--- config.mk ---
export PLATFORM = sky130hd
export DESIGN_NAME = multicycle_muldiv
export DESIGN_NICKNAME = d
export VERILOG_FILES = /design/src/rtl/multicycle_muldiv_pkg.sv /design/src/rtl/multicycle_muldiv_step.sv /design/src/rtl/multicycle_muldiv.sv
export SDC_FILE = /design/constraint.sdc
export NUM_CORES = 1
export LEC_CHECK = 0
export ABC_CLOCK_PERIOD_IN_PS = 3600
export CAP_MARGIN = 25
export CELL_PAD_IN_SITES_DETAIL_PLACEMENT = 1
export CELL_PAD_IN_SITES_GLOBAL_PLACEMENT = 1
export CORE_MARGIN = 2
export CORE_UTILIZATION = 41
export DETAILED_ROUTE_END_ITERATION = 16
export PLACE_DENSITY = 0.86
export SYNTH_ARGS = -nofsm -noshare
export SYNTH_HDL_FRONTEND = slang
export SYNTH_SLANG_ARGS = --single-unit
--- constraint.sdc ---
create_clock -name clk -period 3.6 [get_ports clk]
set_input_delay 0.36 -clock clk [delete_from_list [all_inputs] [get_ports clk]]
set_output_delay 0.36 -clock clk [all_outputs]
set_load 0.02 [all_outputs]
--- src/rtl/multicycle_muldiv_pkg.sv ---
// Shared types and constants for the iterative RV32M multiply/divide unit.
// Holds the funct3 op encodings, the FSM state codes and the operand signedness helpers.
package multicycle_muldiv_pkg;

    typedef enum logic [2:0] {
        OP_MUL    = 3'b000,
        OP_MULH   = 3'b001,
        OP_MULHSU = 3'b010,
        OP_MULHU  = 3'b011,
        OP_DIV    = 3'b100,
        OP_DIVU   = 3'b101,
        OP_REM    = 3'b110,
        OP_REMU   = 3'b111
    } muldiv_op_t;

    localparam int MULDIV_DIV_BIT = 2;

    localparam logic [1:0] ST_IDLE  = 2'd0;
    localparam logic [1:0] ST_CALC  = 2'd1;
    localparam logic [1:0] ST_FIXUP = 2'd2;
    localparam logic [1:0] ST_DONE  = 2'd3;

    // MUL only needs the low half of the product, which is sign-agnostic
    function automatic logic a_is_signed(input muldiv_op_t op);
        return (op == OP_MULH) || (op == OP_MULHSU) || (op == OP_DIV) || (op == OP_REM);
    endfunction

    function automatic logic b_is_signed(input muldiv_op_t op);
        return (op == OP_MULH) || (op == OP_DIV) || (op == OP_REM);
    endfunction

endpackage

--- src/rtl/multicycle_muldiv_step.sv ---
// One combinational iteration step: shift-add for multiply, restoring compare-subtract for divide.
// The accumulator packs {partial product | remainder, multiplier | dividend bits still to consume}.
module muldiv_step #(
    parameter int WIDTH = 32
) (
    input  logic                 is_div,
    input  logic [2*WIDTH-1:0]   acc_in,
    input  logic [WIDTH-1:0]     operand,
    output logic [2*WIDTH-1:0]   acc_out
);

    logic [WIDTH:0] sum;
    logic [WIDTH:0] partial;
    logic [WIDTH:0] diff;

    always_comb begin
        sum     = {1'b0, acc_in[2*WIDTH-1:WIDTH]} + (acc_in[0] ? {1'b0, operand} : '0);
        partial = {acc_in[2*WIDTH-1:WIDTH], acc_in[WIDTH-1]};
        diff    = partial - {1'b0, operand};
        if (is_div) begin
            // A borrow means the divisor did not fit: keep the shifted remainder, quotient bit 0
            if (diff[WIDTH]) begin
                acc_out = {partial[WIDTH-1:0], acc_in[WIDTH-2:0], 1'b0};
            end else begin
                acc_out = {diff[WIDTH-1:0], acc_in[WIDTH-2:0], 1'b1};
            end
        end else begin
            acc_out = {sum, acc_in[WIDTH-1:1]};
        end
    end

endmodule

--- src/rtl/multicycle_muldiv.sv ---
// Iterative RV32M multiply/divide unit for the multicycle core's execute step.
// Works on operand magnitudes, then restores signs in a single FIXUP cycle.
module multicycle_muldiv
    import multicycle_muldiv_pkg::*;
#(
    parameter int WIDTH  = 32,
    parameter int UNROLL = 1
) (
    input  logic             clk,
    input  logic             reset_n,
    input  logic             start,
    input  logic [2:0]       funct3,
    input  logic [WIDTH-1:0] op_a,
    input  logic [WIDTH-1:0] op_b,
    input  logic             kill,
    output logic             busy,
    output logic             done,
    output logic [WIDTH-1:0] result
);

    localparam int STEPS = WIDTH / UNROLL;
    localparam int CW    = ($clog2(STEPS) > 0) ? $clog2(STEPS) : 1;
    localparam logic [CW-1:0]    COUNT_INIT = CW'(STEPS - 1);
    localparam logic [WIDTH-1:0] MOST_NEG   = {1'b1, {(WIDTH-1){1'b0}}};

    logic [1:0]         state, state_next;
    logic [CW-1:0]      count;
    muldiv_op_t         op_q;
    logic               is_div_q;
    logic               neg_res;
    logic               neg_rem;
    logic [WIDTH-1:0]   operand_q;
    logic [2*WIDTH-1:0] acc;
    logic [2*WIDTH-1:0] acc_chain [UNROLL+1];

    muldiv_op_t         op_in;
    logic               sign_a, sign_b, is_div_in, special;
    logic [WIDTH-1:0]   mag_a, mag_b, special_result;

    logic [2*WIDTH-1:0] product;
    logic [WIDTH-1:0]   quot, rem, fixup_result;

    // Accept-time decode: magnitudes, signs and the divide corner cases that skip CALC
    always_comb begin
        op_in          = muldiv_op_t'(funct3);
        sign_a         = a_is_signed(op_in) && op_a[WIDTH-1];
        sign_b         = b_is_signed(op_in) && op_b[WIDTH-1];
        mag_a          = sign_a ? -op_a : op_a;
        mag_b          = sign_b ? -op_b : op_b;
        is_div_in      = funct3[MULDIV_DIV_BIT];
        special        = 1'b0;
        special_result = '0;
        if (is_div_in && (op_b == '0)) begin
            special        = 1'b1;
            special_result = funct3[1] ? op_a : '1;
        end else if (is_div_in && !funct3[0] && (op_a == MOST_NEG) && (op_b == '1)) begin
            special        = 1'b1;
            special_result = funct3[1] ? '0 : op_a;
        end
    end

    assign acc_chain[0] = acc;

    for (genvar i = 0; i < UNROLL; i++) begin : g_step
        muldiv_step #(.WIDTH(WIDTH)) u_step (
            .is_div  (is_div_q),
            .acc_in  (acc_chain[i]),
            .operand (operand_q),
            .acc_out (acc_chain[i+1])
        );
    end

    always_comb begin
        product = neg_res ? -acc : acc;
        quot    = neg_res ? -acc[WIDTH-1:0] : acc[WIDTH-1:0];
        rem     = neg_rem ? -acc[2*WIDTH-1:WIDTH] : acc[2*WIDTH-1:WIDTH];
        case (op_q)
            OP_MUL:                       fixup_result = product[WIDTH-1:0];
            OP_MULH, OP_MULHSU, OP_MULHU: fixup_result = product[2*WIDTH-1:WIDTH];
            OP_DIV, OP_DIVU:              fixup_result = quot;
            default:                      fixup_result = rem;
        endcase
    end

    always_comb begin
        state_next = state;
        if (kill) begin
            state_next = ST_IDLE;
        end else begin
            case (state)
                ST_IDLE:  if (start) state_next = special ? ST_DONE : ST_CALC;
                ST_CALC:  if (count == '0) state_next = ST_FIXUP;
                ST_FIXUP: state_next = ST_DONE;
                default:  state_next = ST_IDLE;
            endcase
        end
    end

    // busy/done are registered from the next state so outputs never depend combinationally on inputs
    always_ff @(posedge clk or negedge reset_n) begin
        if (!reset_n) begin
            state     <= ST_IDLE;
            count     <= '0;
            op_q      <= OP_MUL;
            is_div_q  <= 1'b0;
            neg_res   <= 1'b0;
            neg_rem   <= 1'b0;
            operand_q <= '0;
            acc       <= '0;
            busy      <= 1'b0;
            done      <= 1'b0;
            result    <= '0;
        end else begin
            state <= state_next;
            busy  <= (state_next == ST_CALC) || (state_next == ST_FIXUP);
            done  <= (state_next == ST_DONE);
            if (!kill) begin
                if ((state == ST_IDLE) && start) begin
                    op_q      <= op_in;
                    is_div_q  <= is_div_in;
                    neg_res   <= sign_a ^ sign_b;
                    neg_rem   <= sign_a;
                    operand_q <= mag_b;
                    acc       <= {{WIDTH{1'b0}}, mag_a};
                    count     <= COUNT_INIT;
                    if (special) begin
                        result <= special_result;
                    end
                end else if (state == ST_CALC) begin
                    acc   <= acc_chain[UNROLL];
                    count <= count - 1'b1;
                end else if (state == ST_FIXUP) begin
                    result <= fixup_result;
                end
            end
        end
    end

endmodule

==> results of run 1 <==
timing repair:
item,in CTS,in global routing
pin swaps,0,1
gates cloned,0,1
buffers inserted,0,4
endpoints found under the hold margin,69,0
hold buffers,1,0
endpoints found under the setup margin,8,33
gates resized for setup,4,11
where the power goes:
| part | leakage [nW] | internal [mW] | switching [mW] |
|---|---|---|---|
| Clock | 0.263 | 0.962 | 0.765 |
| Combinational | 5.04 | 3.59 | 5.75 |
| Sequential | 1.83 | 2.13 | 0.835 |
worst max-delay path, stage by stage, from the launching register on:
cell and delay, ps:
dfrtp_2 440, clkinvlp_4 210, buf_4 270, nor2_1 180
ha_1 350, a21oi_1 310, o21bai_1 100, a21oi_1 190
o21ai_0 120, a31oi_2 300, a311oi_1 170, buf_4 180
mux2i_1 120, a221oi_1 310, o21ai_1 100
synthesized netlist by cell type, types with 6 or more instances:
| cell | instances |
|---|---|
| o21ai_0 | 202 |
| nor3_1 | 52 |
| a31oi_1 | 15 |
| nand2b_1 | 25 |
| mux2i_1 | 54 |
| nand4_1 | 30 |
| o31ai_1 | 31 |
| a21o_1 | 28 |
| nor4_1 | 13 |
| a221oi_1 | 10 |
| nor2_1 | 168 |
| o41ai_1 | 11 |
| o221ai_1 | 23 |
| or4_1 | 11 |
| xor2_1 | 83 |
| nor2b_1 | 10 |
| xnor2_1 | 94 |
| nand3_1 | 38 |
| buf_1 | 12 |
| o21ai_1 | 34 |
| nand2_1 | 219 |
| inv_1 | 67 |
| o21a_1 | 12 |
| or2_2 | 6 |
| buf_2 | 9 |
| and3_1 | 7 |
| dfrtp_1 | 142 |
| clkbuf_1 | 97 |
| ha_1 | 71 |
| or3_1 | 22 |
| a21oi_1 | 140 |
| o21bai_1 | 8 |
| o211ai_1 | 12 |
| o22ai_1 | 15 |
| a22oi_1 | 28 |
| a211oi_1 | 16 |
state kept, by name, summed over array words and instances (netlist names):
name and flops:
count 5, done 1, result 32, neg_res 1
busy 1, state 2, neg_rem 1, operand_q 32
op_q 3, acc 64
cell type report:
class	instances	area share
well taps	455	0.0334
multi-input cells	1584	0.594
repair buffers	224	0.116
clock inverters	10	0.00536
repair inverters	1	0.000440
clock buffers	21	0.0264
flip-flops and latches	142	0.209
inverters	68	0.0152
layout by cell type (no fill, tap or decap), drive strengths merged, types with 31 or more instances in the layout:
cell / n
o21ai: 239
nand2: 221
nor2: 169
dfrtp: 142
a21oi: 141
buf: 120
clkdlybuf4s50: 103
xnor2: 94
xor2: 83
ha: 71
inv: 67
nor3: 55
mux2i: 54
nand3: 38
o31ai: 31
cell families (layout without fill, tap and decap cells):
kind of cell,count (synthesis),after routing,share of synthesized area
AND/OR/NAND/NOR,644,644,0.214
flip-flops,142,142,0.247
AO/OA/AOI/OAI,631,631,0.271
buffers and inverters,193,324,0.0540
XOR/XNOR,177,177,0.108
adder cells (fa/ha/maj),73,73,0.0645
multiplexers,59,59,0.0415
through the flow:
stage	instance area (sq um)	utilization	TNS [ps]	power [mW]
detailed placement	16400	0.475	-107	12.0
floorplan	14400	-	0	8.73
global route	17100	0.494	-32.9	14.9
global placement	16400	0.475	-13.7	11.6
CTS	17000	0.492	0	13.7
finish	17100	0.494	0	14.0
per-layer routing:
metal  global-route usage  wire length [um]  vias up  part of all wire
li1                     -                 -     7206                 -
met1                0.425             25300     7935              0.42
met2                0.513             27000      718              0.45
met3               0.0509              4580      158             0.077
met4                0.150              2640        0             0.044
met5                    0                 0        -                 0
worst min path at each step:
stage	endpoint	slack, ps	cells after the start
6_report	acc[18]$_DFFE_PN0P_	480	2
5_1_grt	operand_q[17]$_DFFE_PN0P_	520	2
4_1_cts	operand_q[26]$_DFFE_PN0P_	480	2
3_5_place_dp	acc[17]$_DFFE_PN0P_	430	1
3_3_place_gp	acc[17]$_DFFE_PN0P_	430	1
2_1_floorplan	acc[0]$_DFFE_PN0P_	60	0
==> flow_summary.html, run 1 <==
<table>
<tr><th>Metric</th><th>Value</th></tr>
<tr><th colspan="2">Global route</th></tr>
<tr><td>Total congestion overflow</td><td>0</td></tr>
<tr><td>Overall fraction of global-route tracks in use</td><td>0.321</td></tr>
<tr><td>Via count of the first global-routing pass</td><td>16100</td></tr>
<tr><td>Largest net degree at the start of global routing</td><td>72</td></tr>
<tr><td>Wire length of the first global-routing pass</td><td>91.2 mm</td></tr>
<tr><td>Number of antenna violations at the first check in global routing</td><td>0</td></tr>
<tr><th colspan="2">Floorplanning</th></tr>
<tr><td>Die Width</td><td>191 um</td></tr>
<tr><td>Cell row count</td><td>68</td></tr>
<tr><td>Core Region</td><td>34500 sq um</td></tr>
<tr><td>I/O pin cnt</td><td>105</td></tr>
<tr><td>Floorplan die height</td><td>191 um</td></tr>
<tr><td>Starting Density</td><td>0.417</td></tr>
<tr><td>Floorplan die area</td><td>36600 sq um</td></tr>
<tr><th colspan="2">Final layout</th></tr>
<tr><td>Share of post-route cells with drive strength above 1</td><td>0.0995</td></tr>
<tr><td>Fin nets</td><td>2182</td></tr>
<tr><td>Area used by sequential logic in the layout</td><td>3560 sq um</td></tr>
<tr><td>Final cell count without fillers</td><td>2505</td></tr>
<tr><td>Count of fill cells added during filler insertion</td><td>4325</td></tr>
<tr><td>Area growth from synthesis to layout</td><td>18.5%</td></tr>
<tr><td>Antenna Cells</td><td>0</td></tr>
<tr><td>Multi-input logic area</td><td>10100 sq um</td></tr>
<tr><th colspan="2">Route</th></tr>
<tr><td>Via total after detailed routing</td><td>16000</td></tr>
<tr><td>DRT Wirelength</td><td>59.5 mm</td></tr>
<tr><td>Starting DRC count in detailed routing</td><td>1463</td></tr>
<tr><td>Number of detailed-routing iterations run before antenna repair</td><td>6</td></tr>
<tr><td>Avg WL per Cell</td><td>23.8 um</td></tr>
<tr><td>Per-cell via count in the routed design</td><td>6.39</td></tr>
<tr><td>Number of remaining DRC errors</td><td>0</td></tr>
<tr><td>Remaining antenna violation count after routing</td><td>0</td></tr>
<tr><th colspan="2">Worst setup path</th></tr>
<tr><td>Setup CP Type</td><td>flop to flop</td></tr>
<tr><td>Crit path to</td><td>acc[61]$_DFFE_PN0P_</td></tr>
<tr><td>Worst setup path startpoint</td><td>acc[0]$_DFFE_PN0P_</td></tr>
<tr><td>Reg2reg start</td><td>acc[0]$_DFFE_PN0P_</td></tr>
<tr><td>Reg2Reg Capture Point</td><td>acc[61]$_DFFE_PN0P_</td></tr>
<tr><td>Peak fanout along the critical path</td><td>17</td></tr>
<tr><td>CP Launch Type</td><td>flop</td></tr>
<tr><td>R2R depth</td><td>14</td></tr>
<tr><td>Setup crit end kind</td><td>flop</td></tr>
<tr><td>Worst Path Required</td><td>3930 ps</td></tr>
<tr><td>Minimum setup slack among reg-to-reg paths</td><td>120 ps</td></tr>
<tr><td>Data arrival time of the critical path</td><td>3810 ps</td></tr>
<tr><th colspan="2">STA</th></tr>
<tr><td>Max-slew headroom</td><td>0.320</td></tr>
<tr><td>Worst Setup Slack, final</td><td>122 ps</td></tr>
<tr><td>Hold slack</td><td>475 ps</td></tr>
<tr><td>Skew final</td><td>9.34 ps</td></tr>
<tr><td>Max-slew violation count</td><td>0</td></tr>
<tr><td>Final setup fails</td><td>0</td></tr>
<tr><td>Peak Freq</td><td>288 MHz</td></tr>
<tr><td>Final hold violation count</td><td>0</td></tr>
<tr><td>Worst slew pin tran</td><td>1020 ps</td></tr>
<tr><td>Final worst-path cycle share</td><td>0.966</td></tr>
<tr><td>Crit path time final</td><td>3480 ps</td></tr>
<tr><th colspan="2">Synthesis</th></tr>
<tr><td>Average cell area after synthesis</td><td>7.50 sq um</td></tr>
<tr><td>Distinct cell type count after synthesis</td><td>86</td></tr>
<tr><td>Sequential element share of the synthesized area</td><td>0.247</td></tr>
<tr><td>Post-synth net total</td><td>2063</td></tr>
<tr><td>Yosys warning count</td><td>0</td></tr>
<tr><td>Post-synthesis register bit count</td><td>142</td></tr>
<tr><td>Cells after Synth</td><td>1919</td></tr>
<tr><td>Post-synth top area share</td><td>0.247</td></tr>
<tr><td>Most used flip-flop cell after synthesis</td><td>dfrtp_1</td></tr>
<tr><td>Library cell occupying the most area in the post-synthesis netlist</td><td>dfrtp_1</td></tr>
<tr><td>Post-synth design cell area</td><td>14400 sq um</td></tr>
<tr><td>FFs w/ async S/R, synth</td><td>1.00</td></tr>
<tr><td>Number of synthesized flops with an enable pin</td><td>0</td></tr>
<tr><td>Synth top area cells</td><td>dfrtp_1, o21ai_0, ha_1, xnor2_1, nand2_1</td></tr>
<tr><th colspan="2">Placed design</th></tr>
<tr><td>Pre-CTS setup slack</td><td>-86.8 ps</td></tr>
<tr><td>Dpl cells</td><td>2468</td></tr>
<tr><td>Final RePlAce weighted congestion</td><td>0.996</td></tr>
<tr><td>DP Wirelength</td><td>45.8 mm</td></tr>
<tr><td>IO buf count</td><td>104</td></tr>
<tr><th colspan="2">Clock tree</th></tr>
<tr><td>Clock edge transition at the registers on the reported setup and hold paths</td><td>60 ps</td></tr>
<tr><td>Clock buffer count from CTS</td><td>17</td></tr>
<tr><td>Sinks on the clock net</td><td>142</td></tr>
<tr><td>TritonCTS clock tree</td><td>yes</td></tr>
<tr><td>H-tree levels</td><td>4</td></tr>
<tr><td>Clk_lat worst skew</td><td>460 ps</td></tr>
<tr><td>CTS max path bufs</td><td>2</td></tr>
<tr><td>Clock tree root driver cell</td><td>clkbuf_16</td></tr>
<tr><th colspan="2">Min path</th></tr>
<tr><td>Path class of the lowest-slack min-delay path</td><td>input pin to async pin</td></tr>
<tr><th colspan="2">Power and ir drop</th></tr>
<tr><td>Leakage power</td><td>7.13 nW</td></tr>
<tr><td>Worst voltage drop across the vdd grid</td><td>0.460 mV</td></tr>
<tr><td>Total power divided by cell area</td><td>824 nW/um^2</td></tr>
<tr><th colspan="2">Run</th></tr>
<tr><td>Max-cap violation count</td><td>0</td></tr>
<tr><th colspan="2">Status</th></tr>
<tr><td>Outcome</td><td>finished, final reports clean</td></tr>
</table>
(Power assumes the default switching activity.)
==> run 2, diff against run 1 <==
GPL_TIMING_DRIVEN = 0   (was not set)
==> run 2 against run 1 <==
Via count increased by 1.8%. Critical endpoint is now result[21]$_DFFE_PN0P_. Count of clock-buffer cells in the layout is 1 lower. Sequential power fell by 4%. Largest power group unchanged. Critical path type is now input pin to flop. Largest cell class unchanged.
==> flow_summary.html, run 2 (synthesis results as in run 1) <==
<table>
<tr><th>Metric</th><th>Value</th></tr>
<tr><th colspan="2">Route</th></tr>
<tr><td>DRT Wirelength</td><td>65.7 mm (+10%)</td></tr>
<tr><td>Via total after detailed routing</td><td>16300 (+1.8%)</td></tr>
<tr><td>Met2 WL post-DR</td><td>29.3 mm (+8.5%)</td></tr>
<tr><td>Remaining antenna violation count after routing</td><td>0 (unchanged)</td></tr>
<tr><td>Number of remaining DRC errors</td><td>0 (unchanged)</td></tr>
<tr><td>Met3 wire length</td><td>5.78 mm (+26%)</td></tr>
<tr><td>Per-cell via count in the routed design</td><td>6.45 (+0.88%)</td></tr>
<tr><td>Avg WL per Cell</td><td>26.0 um (+9.4%)</td></tr>
<tr><td>Topmost layer with routed signal wires</td><td>met5</td></tr>
<tr><td>Number of detailed-routing iterations run before antenna repair</td><td>6 (unchanged)</td></tr>
<tr><td>Starting DRC count in detailed routing</td><td>1585 (+8.3%)</td></tr>
<tr><td>Met1 routed wirelength after detailed routing</td><td>27.3 mm (+8.2%)</td></tr>
<tr><th colspan="2">Floorplanning</th></tr>
<tr><td>Core Region</td><td>34500 sq um (unchanged)</td></tr>
<tr><td>I/O pin cnt</td><td>105 (unchanged)</td></tr>
<tr><td>Floorplan die area</td><td>36600 sq um (unchanged)</td></tr>
<tr><td>Starting Density</td><td>0.417 (unchanged)</td></tr>
<tr><td>Die Width</td><td>191 um (unchanged)</td></tr>
<tr><td>Floorplan die height</td><td>191 um (unchanged)</td></tr>
<tr><td>Cell row count</td><td>68 (unchanged)</td></tr>
<tr><th colspan="2">STA</th></tr>
<tr><td>Max-slew violation count</td><td>0 (unchanged)</td></tr>
<tr><td>Crit path time final</td><td>3600 ps (+121 ps)</td></tr>
<tr><td>Setup tns final</td><td>0 ps (unchanged)</td></tr>
<tr><td>Final worst-path cycle share</td><td>1.00 (+0.0337)</td></tr>
<tr><td>Worst Setup Slack, final</td><td>0.974 ps (-121 ps)</td></tr>
<tr><td>Final hold violation count</td><td>0 (unchanged)</td></tr>
<tr><td>Worst slew pin tran</td><td>960 ps (-60.4 ps)</td></tr>
<tr><td>Peak Freq</td><td>278 MHz (-3.4%)</td></tr>
<tr><td>Final setup fails</td><td>0 (unchanged)</td></tr>
<tr><td>Max-slew headroom</td><td>0.360 (+0.0403)</td></tr>
<tr><td>Hold slack</td><td>477 ps (+1.34 ps)</td></tr>
<tr><td>Skew final</td><td>19.8 ps (+10.5 ps)</td></tr>
<tr><th colspan="2">Final layout</th></tr>
<tr><td>Antenna Cells</td><td>0 (unchanged)</td></tr>
<tr><td>Leading cell type in the layout, fill and taps excluded</td><td>nand2_1</td></tr>
<tr><td>Share of post-route cells with drive strength above 1</td><td>0.0724 (-0.0271)</td></tr>
<tr><td>Commonest cells after routing, fill and taps aside</td><td>nand2_1, o21ai_0, nor2_1</td></tr>
<tr><td>Flip-flop count of the largest register, all copies and words added</td><td>64 (unchanged)</td></tr>
<tr><td>Post-layout utilization of the core</td><td>0.494 (about the same)</td></tr>
<tr><td>Fin nets</td><td>2204 (+1.0%)</td></tr>
<tr><td>Area of all placed cells without fillers</td><td>17100 sq um (about the same)</td></tr>
<tr><td>Count of fill cells added during filler insertion</td><td>4367 (+0.97%)</td></tr>
<tr><td>Registers with the most flip-flops</td><td>acc: 64 flops, operand_q: 32 flops, result: 32 flops</td></tr>
<tr><td>Area growth from synthesis to layout</td><td>18.6% (about the same)</td></tr>
<tr><td>Top register by number of flip-flops</td><td>acc</td></tr>
<tr><th colspan="2">Worst setup path</th></tr>
<tr><td>Data arrival time of the critical path</td><td>3990 ps (+180 ps)</td></tr>
<tr><td>Reg2Reg Capture Point</td><td>acc[61]$_DFFE_PN0P_</td></tr>
<tr><td>Peak fanout along the critical path</td><td>10 (-7)</td></tr>
<tr><td>Worst Path Required</td><td>3990 ps (+60 ps)</td></tr>
<tr><td>Reg2reg start</td><td>acc[32]$_DFFE_PN0P_</td></tr>
<tr><td>Minimum setup slack among reg-to-reg paths</td><td>20 ps (-100 ps)</td></tr>
<tr><td>Setup CP Type</td><td>input pin to flop</td></tr>
<tr><td>R2R depth</td><td>15 (+1)</td></tr>
<tr><td>Setup crit end kind</td><td>flop</td></tr>
<tr><td>CP Launch Type</td><td>input pin</td></tr>
<tr><th colspan="2">Global route</th></tr>
<tr><td>Wire length of the first global-routing pass</td><td>99.5 mm (+9.1%)</td></tr>
<tr><td>Overall fraction of global-route tracks in use</td><td>0.361 (+0.0391)</td></tr>
<tr><td>Largest net degree at the start of global routing</td><td>73 (+1.4%)</td></tr>
<tr><td>Total congestion overflow</td><td>0 (unchanged)</td></tr>
<tr><td>Number of antenna violations at the first check in global routing</td><td>3 (+3)</td></tr>
<tr><td>Via count of the first global-routing pass</td><td>16400 (+2.3%)</td></tr>
<tr><th colspan="2">Clock tree</th></tr>
<tr><td>Clock tree root driver cell</td><td>clkbuf_16</td></tr>
<tr><td>Clock edge transition at the registers on the reported setup and hold paths</td><td>60 ps (about the same)</td></tr>
<tr><td>Clock buffer count from CTS</td><td>17 (unchanged)</td></tr>
<tr><td>CTS max path bufs</td><td>2 (unchanged)</td></tr>
<tr><td>H-tree levels</td><td>4 (unchanged)</td></tr>
<tr><td>TritonCTS clock tree</td><td>yes</td></tr>
<tr><td>Clk_lat worst skew</td><td>480 ps (+20 ps)</td></tr>
<tr><td>Sinks on the clock net</td><td>142 (unchanged)</td></tr>
<tr><th colspan="2">Power and ir drop</th></tr>
<tr><td>Portion of total power attributed to the clock network</td><td>0.128 (+0.005)</td></tr>
<tr><td>Total power divided by cell area</td><td>842 nW/um^2 (+2.3%)</td></tr>
<tr><td>Proportion of power drawn by flip-flops and latches</td><td>0.198 (-0.013)</td></tr>
<tr><td>P_sw</td><td>7.77 mW (+5.7%)</td></tr>
<tr><td>Combinational fraction of design power</td><td>0.675 (+0.009)</td></tr>
<tr><td>Worst voltage drop across the vdd grid</td><td>0.471 mV (+2.4%)</td></tr>
<tr><td>Internal power</td><td>6.60 mW (-1.3%)</td></tr>
<tr><td>Switching Share</td><td>0.541 (+0.0171)</td></tr>
<tr><td>Leakage power</td><td>7.01 nW (-1.7%)</td></tr>
<tr><th colspan="2">Placed design</th></tr>
<tr><td>IO buf count</td><td>104 (unchanged)</td></tr>
<tr><td>Total placed instance area</td><td>16100 sq um (-2.2%)</td></tr>
<tr><td>Final RePlAce weighted congestion</td><td>0.975 (-2.1%)</td></tr>
<tr><td>DP Wirelength</td><td>51.8 mm (+13%)</td></tr>
<tr><td>Pre-CTS setup slack</td><td>-1350 ps (-1260 ps)</td></tr>
<tr><th colspan="2">Status</th></tr>
<tr><td>Outcome</td><td>finished, final reports clean</td></tr>
<tr><th colspan="2">Run</th></tr>
<tr><td>Max-cap violation count</td><td>0 (unchanged)</td></tr>
<tr><th colspan="2">Min path</th></tr>
<tr><td>Path class of the lowest-slack min-delay path</td><td>input pin to async pin</td></tr>
</table>
-- run 2: cell types whose count changed in the layout (fill, tap and decap cells not counted), moves of 5 or more --
cell      previous run  this run
buf_2                0        10
a21oi_4              0         5
buf_6                1         7
buf_4              116        18
buf_1                0        12
clkbuf_1             3        89
-- run 2: cell type report --
class	instances	area [sq um]	area share
well taps	455	569	0.0334
inverters	68	259	0.0152
flip-flops and latches	142	3560	0.209
clock inverters	11	106	0.00623
clock buffers	20	467	0.0273
multi-input cells	1584	10300	0.605
plain buffers	123	559	0.0328
repair buffers	124	1220	0.0714
-- run 2: how the worst max path moves through the flow --
| stage | slack (ps) | depth (start not counted) | end | from |
|---|---|---|---|---|
| after floorplan | 110 | 14 | acc[61]$_DFFE_PN0P_ | acc[32]$_DFFE_PN0P_ |
| after global placement | -4060 | 1 | operand_q[10]$_DFFE_PN0P_ | reset_n |
| after detailed placement | -1350 | 14 | acc[61]$_DFFE_PN0P_ | acc[32]$_DFFE_PN0P_ |
| after CTS | 30 | 11 | result[21]$_DFFE_PN0P_ | op_b[6] |
| after global routing | -20 | 15 | acc[49]$_DFFE_PN0P_ | acc[32]$_DFFE_PN0P_ |
| final | 1 | 10 | result[21]$_DFFE_PN0P_ | op_a[25] |
-- run 2: per-stage QoR --
step | total power [mW] | std cells
floorplan | 8.73 | 1919
global placement | 11.6 | 2478
detailed placement | 11.9 | 2481
CTS | 14.0 | 2520
global route | 15.2 | 2527
finish | 14.4 | 2527
-- run 2: power by group through the flow --
stage	combinational, mW	sequential (mW)	clock, mW
after floorplan	5.98	2.75	0
after global placement	8.84	2.80	0
after detailed placement	9.08	2.83	0
after CTS	9.36	2.81	1.83
after global routing	10.4	2.89	1.89
final	9.70	2.84	1.84
-- run 2: worst max-delay path, cell delays in order --
cell	delay [ps]
clkdlybuf4s50_1	630
or4_1	650
nor3_1	260
nand3b_1	290
nor4_4	450
a21oi_2	250
a21oi_4	410
buf_2	290
o21ai_0	190
o21ai_1	180
-- run 2: repair_timing --
action,CTS,global route
hold buffers,1,0
pin swaps,7,10
gates resized for setup,51,31
buffers inserted,8,7
endpoints found under the hold margin,70,0
endpoints found under the setup margin,65,57
-- run 2: metal layers --
metal | track usage | up-vias
met5 | 0 | -
met4 | 0.177 | 2
met3 | 0.0859 | 204
met2 | 0.563 | 756
met1 | 0.466 | 8084
li1 | - | 7254
